$ cat src/rtl/date_entry.sv
// Keypad date setter: collects DDMMYYYY, validates it as a calendar date, pulses load.
// Optional macro DATE_ENTRY_BACKSPACE_EN adds an edge-detected backspace_key input.
module date_entry #(
    parameter int YEAR_MIN   = 0,
    parameter int YEAR_MAX   = 9999,
    parameter int RESET_YEAR = 2025
) (
    input  logic        clk,
    input  logic        reset_n,
    input  logic        digit_key,
    input  logic [3:0]  digit,
    input  logic        enter_key,
    input  logic        cancel_key,
`ifdef DATE_ENTRY_BACKSPACE_EN
    input  logic        backspace_key,
`endif
    output logic        load,
    output logic [5:0]  load_day,
    output logic [3:0]  load_month,
    output logic [15:0] load_year,
    output logic [31:0] entry_bcd,
    output logic [3:0]  count,
    output logic [2:0]  err_code,
    output logic        busy
);

    localparam logic [2:0] IDLE    = 3'd0;
    localparam logic [2:0] COLLECT = 3'd1;
    localparam logic [2:0] CHECK   = 3'd2;
    localparam logic [2:0] LOAD    = 3'd3;
    localparam logic [2:0] ERROR   = 3'd4;

    logic [2:0]      state;
    logic [7:0][3:0] buf_q;   // index 7 holds the first entered digit
    logic            digit_prev, enter_prev, cancel_prev;
    logic            cancel_ev, enter_ev, digit_ev;
    logic [2:0]      wr_idx;

`ifdef DATE_ENTRY_BACKSPACE_EN
    logic            bs_prev, bs_ev;
    logic [2:0]      bs_idx;
    assign bs_ev  = backspace_key & ~bs_prev & ~cancel_ev;
    assign bs_idx = 3'(4'd8 - count);
    assign enter_ev = enter_key & ~enter_prev & ~cancel_ev & ~bs_ev;
    assign digit_ev = digit_key & ~digit_prev & (digit <= 4'd9)
                    & ~cancel_ev & ~bs_ev & ~enter_ev;
`else
    assign enter_ev = enter_key & ~enter_prev & ~cancel_ev;
    assign digit_ev = digit_key & ~digit_prev & (digit <= 4'd9)
                    & ~cancel_ev & ~enter_ev;
`endif
    assign cancel_ev = cancel_key & ~cancel_prev;
    assign wr_idx    = 3'(4'd7 - count);

    assign entry_bcd = buf_q;
    assign load      = (state == LOAD);
    assign busy      = (state == COLLECT) || (state == CHECK) || (state == LOAD);

    // BCD to binary, straight from the registered buffer
    logic [6:0]        day_bin, mon_bin;
    logic [15:0]       year_bin;
    logic signed [31:0] year_s;
    logic [1:0]        cent_lo;
    logic              leap;
    logic [4:0]        max_days;
    logic [2:0]        chk_err;

    always_comb begin
        day_bin  = 7'(buf_q[7]) * 7'd10 + 7'(buf_q[6]);
        mon_bin  = 7'(buf_q[5]) * 7'd10 + 7'(buf_q[4]);
        year_bin = 16'(buf_q[3]) * 16'd1000 + 16'(buf_q[2]) * 16'd100
                 + 16'(buf_q[1]) * 16'd10 + 16'(buf_q[0]);
        year_s   = $signed({16'b0, year_bin});
        // century mod 4: 10*c1 + c0 == 2*c1 + c0 (mod 4)
        cent_lo  = {buf_q[3][0], 1'b0} + buf_q[2][1:0];
        leap     = ((year_bin[1:0] == 2'b00) && !(buf_q[1] == 4'd0 && buf_q[0] == 4'd0))
                || ((buf_q[1] == 4'd0) && (buf_q[0] == 4'd0) && (cent_lo == 2'b00));
        case (mon_bin)
            7'd2:                       max_days = leap ? 5'd29 : 5'd28;
            7'd4, 7'd6, 7'd9, 7'd11:    max_days = 5'd30;
            default:                    max_days = 5'd31;
        endcase
        chk_err = 3'd0;
        if (mon_bin == 7'd0 || mon_bin > 7'd12)
            chk_err = 3'd2;
        else if (year_s < YEAR_MIN || year_s > YEAR_MAX)
            chk_err = 3'd3;
        else if (day_bin == 7'd0 || day_bin > 7'(max_days))
            chk_err = 3'd4;
    end

    always_ff @(posedge clk) begin
        if (!reset_n) begin
            state       <= IDLE;
            buf_q       <= '1;
            count       <= 4'd0;
            err_code    <= 3'd0;
            load_day    <= 6'd1;
            load_month  <= 4'd1;
            load_year   <= RESET_YEAR[15:0];
            digit_prev  <= 1'b0;
            enter_prev  <= 1'b0;
            cancel_prev <= 1'b0;
`ifdef DATE_ENTRY_BACKSPACE_EN
            bs_prev     <= 1'b0;
`endif
        end else begin
            digit_prev  <= digit_key;
            enter_prev  <= enter_key;
            cancel_prev <= cancel_key;
`ifdef DATE_ENTRY_BACKSPACE_EN
            bs_prev     <= backspace_key;
`endif
            case (state)
                IDLE: begin
                    if (cancel_ev) begin
                        buf_q    <= '1;
                        count    <= 4'd0;
                        err_code <= 3'd0;
                    end else if (digit_ev) begin
                        buf_q    <= {digit, 28'hFFF_FFFF};
                        count    <= 4'd1;
                        err_code <= 3'd0;
                        state    <= COLLECT;
                    end
                end
                COLLECT: begin
                    if (cancel_ev) begin
                        buf_q <= '1;
                        count <= 4'd0;
                        state <= IDLE;
                    end
`ifdef DATE_ENTRY_BACKSPACE_EN
                    else if (bs_ev) begin
                        buf_q[bs_idx] <= 4'hF;
                        count         <= count - 4'd1;
                        if (count == 4'd1) state <= IDLE;
                    end
`endif
                    else if (enter_ev) begin
                        if (count == 4'd8) begin
                            state <= CHECK;
                        end else begin
                            err_code <= 3'd1;
                            state    <= ERROR;
                        end
                    end else if (digit_ev && count < 4'd8) begin
                        buf_q[wr_idx] <= digit;
                        count         <= count + 4'd1;
                    end
                end
                CHECK: begin
                    if (chk_err == 3'd0) begin
                        load_day   <= day_bin[5:0];
                        load_month <= mon_bin[3:0];
                        load_year  <= year_bin;
                        state      <= LOAD;
                    end else begin
                        err_code <= chk_err;
                        state    <= ERROR;
                    end
                end
                LOAD: begin
                    buf_q <= '1;
                    count <= 4'd0;
                    state <= IDLE;
                end
                ERROR: begin
                    if (cancel_ev) begin
                        buf_q    <= '1;
                        count    <= 4'd0;
                        err_code <= 3'd0;
                        state    <= IDLE;
                    end else if (digit_ev) begin
                        buf_q    <= {digit, 28'hFFF_FFFF};
                        count    <= 4'd1;
                        err_code <= 3'd0;
                        state    <= COLLECT;
                    end
                end
                default: state <= IDLE;
            endcase
        end
    end

endmodule
$ cat config.mk
export PLATFORM = sky130hd
export DESIGN_NAME = date_entry
export DESIGN_NICKNAME = d
export VERILOG_FILES = /design/src/rtl/date_entry.sv
export SDC_FILE = /design/constraint.sdc
export NUM_CORES = 1
export LEC_CHECK = 0
export BUFFER_PORTS_ARGS = -buffer_cell sky130_fd_sc_hd__buf_4
export CAP_MARGIN = 40
export CORE_ASPECT_RATIO = 1.25
export CORE_MARGIN = 1
export CORE_UTILIZATION = 50
export CTS_BUF_LIST = sky130_fd_sc_hd__clkbuf_2
export DETAILED_ROUTE_END_ITERATION = 16
export MAX_ROUTING_LAYER = met4
export PLACE_DENSITY = 0.71
export SLEW_MARGIN = 20
export SYNTH_ARGS = -nofsm -noshare
export SYNTH_HDL_FRONTEND = slang
export SYNTH_SLANG_ARGS = --single-unit
$ cat constraint.sdc
create_clock -name clk -period 5.25 [get_ports clk]
set_input_delay 0.2625 -clock clk [delete_from_list [all_inputs] [get_ports clk]]
set_output_delay 0.2625 -clock clk [all_outputs]
set_load 0.005 [all_outputs]
==> qor.csv <==
stage,metric,value,unit
min_path,holdPathEnd,entry_bcd[3]$_SDFFE_PN1P_,
power_and_ir_drop,pwr-share-seq,20.8,%
cts,cts_root_buffer,clkbuf_2,
detailed_routing,drtIter0Drc,146,
floorplan,initial_core_util,51.0,%
cts,cts.clk_slew.worst_paths,0.23,ns
floorplan,dieHeight,118,um
cts,clkLatencyLatePin,0.58,ns
synth,synth.top_cell.area_share,26.0,%
power_and_ir_drop,clkPwrFrac,12.0,%
synth,netlist_area,0.00539,mm2
setup_path,r2r_setup_slack,0.23,ns
final_layout,antenna_cells,0,
synth,yosysTopAreaCell,dfxtp_1,
power_and_ir_drop,power_switching,1210,uW
detailed_routing,wire_per_inst,16.4,um
sta,setup_violations,0,
setup_path,critPathLaunchType,flip-flop,
cts,cts_buffers,9,
detailed_routing,totalWireLength,13500,um
global_route,track_usage,25.8,%
final_layout,nFillCells,947,
setup_path,crit_path_start,entry_bcd[13]$_SDFFE_PN1P_,
synth,synth_cells,606,
detailed_routing,drc_errors,0,
floorplan,die_x,94.9,um
final_layout,drive_gt1_share,19.0,%
synth,ys_types,71,
floorplan,pin_count,76,
global_route,grt-ovfl-total,0,
cts,ctsLongestPathBuffers,2,
min_path,min_from,reset_n,
power_and_ir_drop,power.density,428,mW/mm2
power_and_ir_drop,leakage,0.00271,uW
synth,synth_edf_count,0,
detailed_routing,vias,4676,
floorplan,rows,42,
placement,preCtsSetupSlack,-0.0112,ns
sta,rsz0062_at_grt,false,
global_route,grt_antenna_before_repair,0,
setup_path,reg2reg_to,load_year[10]$_SDFFE_PN1P_,
final_layout,finalNetCount,779,
setup_path,r2r-start,entry_bcd[13]$_SDFFE_PN1P_,
sta,fin_worst_skew,0.0359,ns
sta,slew_headroom,48.7,%
sta,fmax,199,MHz
power_and_ir_drop,comb_power_share,67.2,%
cts,h-tree-depth,3,
synth,ys.flop_type,dfxtp_1,
synth,yosys-top-cells-area,"dfxtp_1 26%, ha_1 15%, fa_1 7.8%",
synth,async_reset_ff_share,0,%
job,cap_violations,0,
cts,cts.sinks,70,
outcome,outcome,completed,
cts,cts_tree,yes,
power_and_ir_drop,p_int,1480,uW
detailed_routing,viasPerCell,5.70,
setup_path,end_kind,flip-flop,
setup_path,worst_ep_required_time,5.72,ns
floorplan,die-area,0.0112,mm2
final_layout,final_cells,820,
synth,synth.avg_cell_area,8.89,um2
final_layout,multi_input_area,0.00371,mm2
setup_path,worstPathArrival,5.49,ns
sta,slew_violations,0,
detailed_routing,firstDrtPassIters,5,
sta,timing.final.ws_setup,0.231,ns
synth,syn_nets,702,
power_and_ir_drop,peakVddDrop,0.000322,V
sta,worst_slew_pin_slew,0.770,ns
detailed_routing,antenna_left,0,
floorplan,core_region_area,0.0106,mm2
final_layout,area_growth,16.9,%
global_route,grt_pass1_wl,21600,um
power_and_ir_drop,swShare,44.9,%
synth,ys_seq_area_share,26.0,%
placement,placed_cells,796,
placement,gp_congestion,0.889,
sta,period_needed,5.02,ns
sta,period_share,95.6,%
min_path,hold_path.class,in2reg,
setup_path,crit_type,reg2reg,
global_route,grt_max_degree,79,
sta,hold_viol_final,0,
min_path,whs_path_depth,2,
final_layout,final-seq-area,0.00140,mm2
setup_path,cp_max_fo,8,
setup_path,rr_worst_depth,20,
cts,cts_setup_buffers,0,
synth,synth_warnings,0,
global_route,grt_pass1_vias,4642,
placement,hpwl,10500,um
placement,io_buffers,74,
synth,yosys_register_bits,70,
metal layers:
metal	global-route usage (%)	share of wire (%)
met1	29.0	41
met2	43.3	51
met3	3.10	4.2
met4	14.4	4.1
met5	-	0
area by class of cell:
class | instances | share of cell area, %
clock buffers | 9 | 0.715
clock inverters | 7 | 1.01
inverters | 46 | 2.74
multi-input cells | 460 | 58.9
flip-flops and latches | 70 | 22.3
well taps | 132 | 2.62
repair buffers | 96 | 11.8
cells in the final DEF (no fill, tap or decap), types with 6 or more instances in the layout:
master and n:
xor2_1 7, a21o_1 10, ha_1 65, a21oi_1 28
nor3_1 7, xnor2_1 13, buf_4 88, nand2b_1 17
dlygate4sd3_1 7, inv_1 44, and2_1 7, fa_1 21
or3_1 7, clkbuf_2 9, nor3b_1 6, o211ai_1 9
mux2i_1 41, nand3_1 9, nor2_1 39, dfxtp_1 69
a31oi_1 8, nand2_1 70, o21ai_0 18
metrics by stage:
step	util (%)	power [uW]	setup TNS (ns)	instance area, um2	hold slack (ns)
floorplan	-	1850	0	5390	0.384
global placement	57.3	2200	0	6050	0.452
detailed placement	57.3	2230	-0.0126	6050	0.456
CTS	59.1	2580	0	6240	0.146
global route	59.7	2920	0	6300	0.201
finish	59.7	2690	0	6300	0.189
synthesized netlist by cell type, types with 2 or more instances:
library cell  instances
a2111oi_0             2
a21o_1               10
a21oi_1              29
a221oi_1              2
a31oi_1               8
and2_1                7
and3_1                3
buf_4                 4
buf_6                 3
clkbuf_1             22
dfxtp_1              70
fa_1                 21
ha_1                 66
inv_1                44
mux2_2                3
mux2i_1              41
nand2_1              70
nand2b_1             17
nand3_1               9
nand3b_1              4
nand4_1               2
nor2_1               39
nor2b_1               5
nor3_1                8
nor3b_1               6
nor4_1                3
nor4b_1               2
o2111ai_1             2
o211ai_1              9
o21a_1                3
o21ai_0              18
o221a_2               2
o221ai_1              2
o22ai_1               2
o311a_1               4
o311ai_0              2
o31ai_1               2
or2_2                 2
or3_1                 7
or3b_2                2
xnor2_1              13
xor2_1                7
worst max-delay path by stage:
stage	to	cells after the start	slack [ns]
floorplan	load_year[7]$_SDFFE_PN1P_	21	0.06
global placement	load_month[2]$_SDFFE_PN0P_	17	0.04
detailed placement	load_month[2]$_SDFFE_PN0P_	19	-0.01
CTS	load_year[14]$_SDFFE_PN0P_	20	0.01
global route	load_day[3]$_SDFFE_PN0P_	19	0.003
finish	load_year[10]$_SDFFE_PN1P_	20	0.23
what timing repair did:
action,CTS,global route
setup endpoints to repair,11,31
endpoints found under the hold margin,7,0
cloned,0,0
gates resized for setup,1,14
pin swaps,0,3
hold buffers,7,0
worst max-delay path: stages, from the launching register on:
cell and delay (ns):
dfxtp_2 0.39, fa_1 0.57, inv_1 0.08, fa_1 0.50, inv_1 0.04, ha_1 0.34, nor2b_1 0.15, o21ai_0 0.14
nand2b_1 0.10, xnor2_1 0.13, ha_1 0.29, ha_1 0.30, ha_2 0.35, a21oi_2 0.18, buf_4 0.13, nand2b_1 0.07
o221a_2 0.25, and2_4 0.18, o311a_4 0.42, buf_4 0.18, mux2i_1 0.12
kinds of logic after synthesis:
| kind of cell | share of synthesized area [%] |
|---|---|
| XOR/XNOR | 3.55 |
| adder cells (fa/ha/maj) | 23.1 |
| AO/OA/AOI/OAI | 14.8 |
| multiplexers | 8.52 |
| flip-flops | 26.0 |
| AND/OR/NAND/NOR | 17.6 |
| buffers and inverters | 6.29 |
| other | 0.0696 |
power groups by stage:
stage / clock network (uW) / registers, uW / logic, uW
final: 324 / 561 / 1810
after global placement: 0 / 571 / 1630
after global routing: 352 / 564 / 2000
after CTS: 328 / 561 / 1690
after floorplan: 0 / 567 / 1280
after detailed placement: 0 / 571 / 1660
registers in the layout, summed over array words and instances, names as in the netlist:
signal,flops
cancel_prev,1
count,4
digit_prev,1
enter_prev,1
entry_bcd,32
err_code,3
load_day,6
load_month,4
load_year,15
state,3
Note: power is estimated with default switching activity, not from simulation.
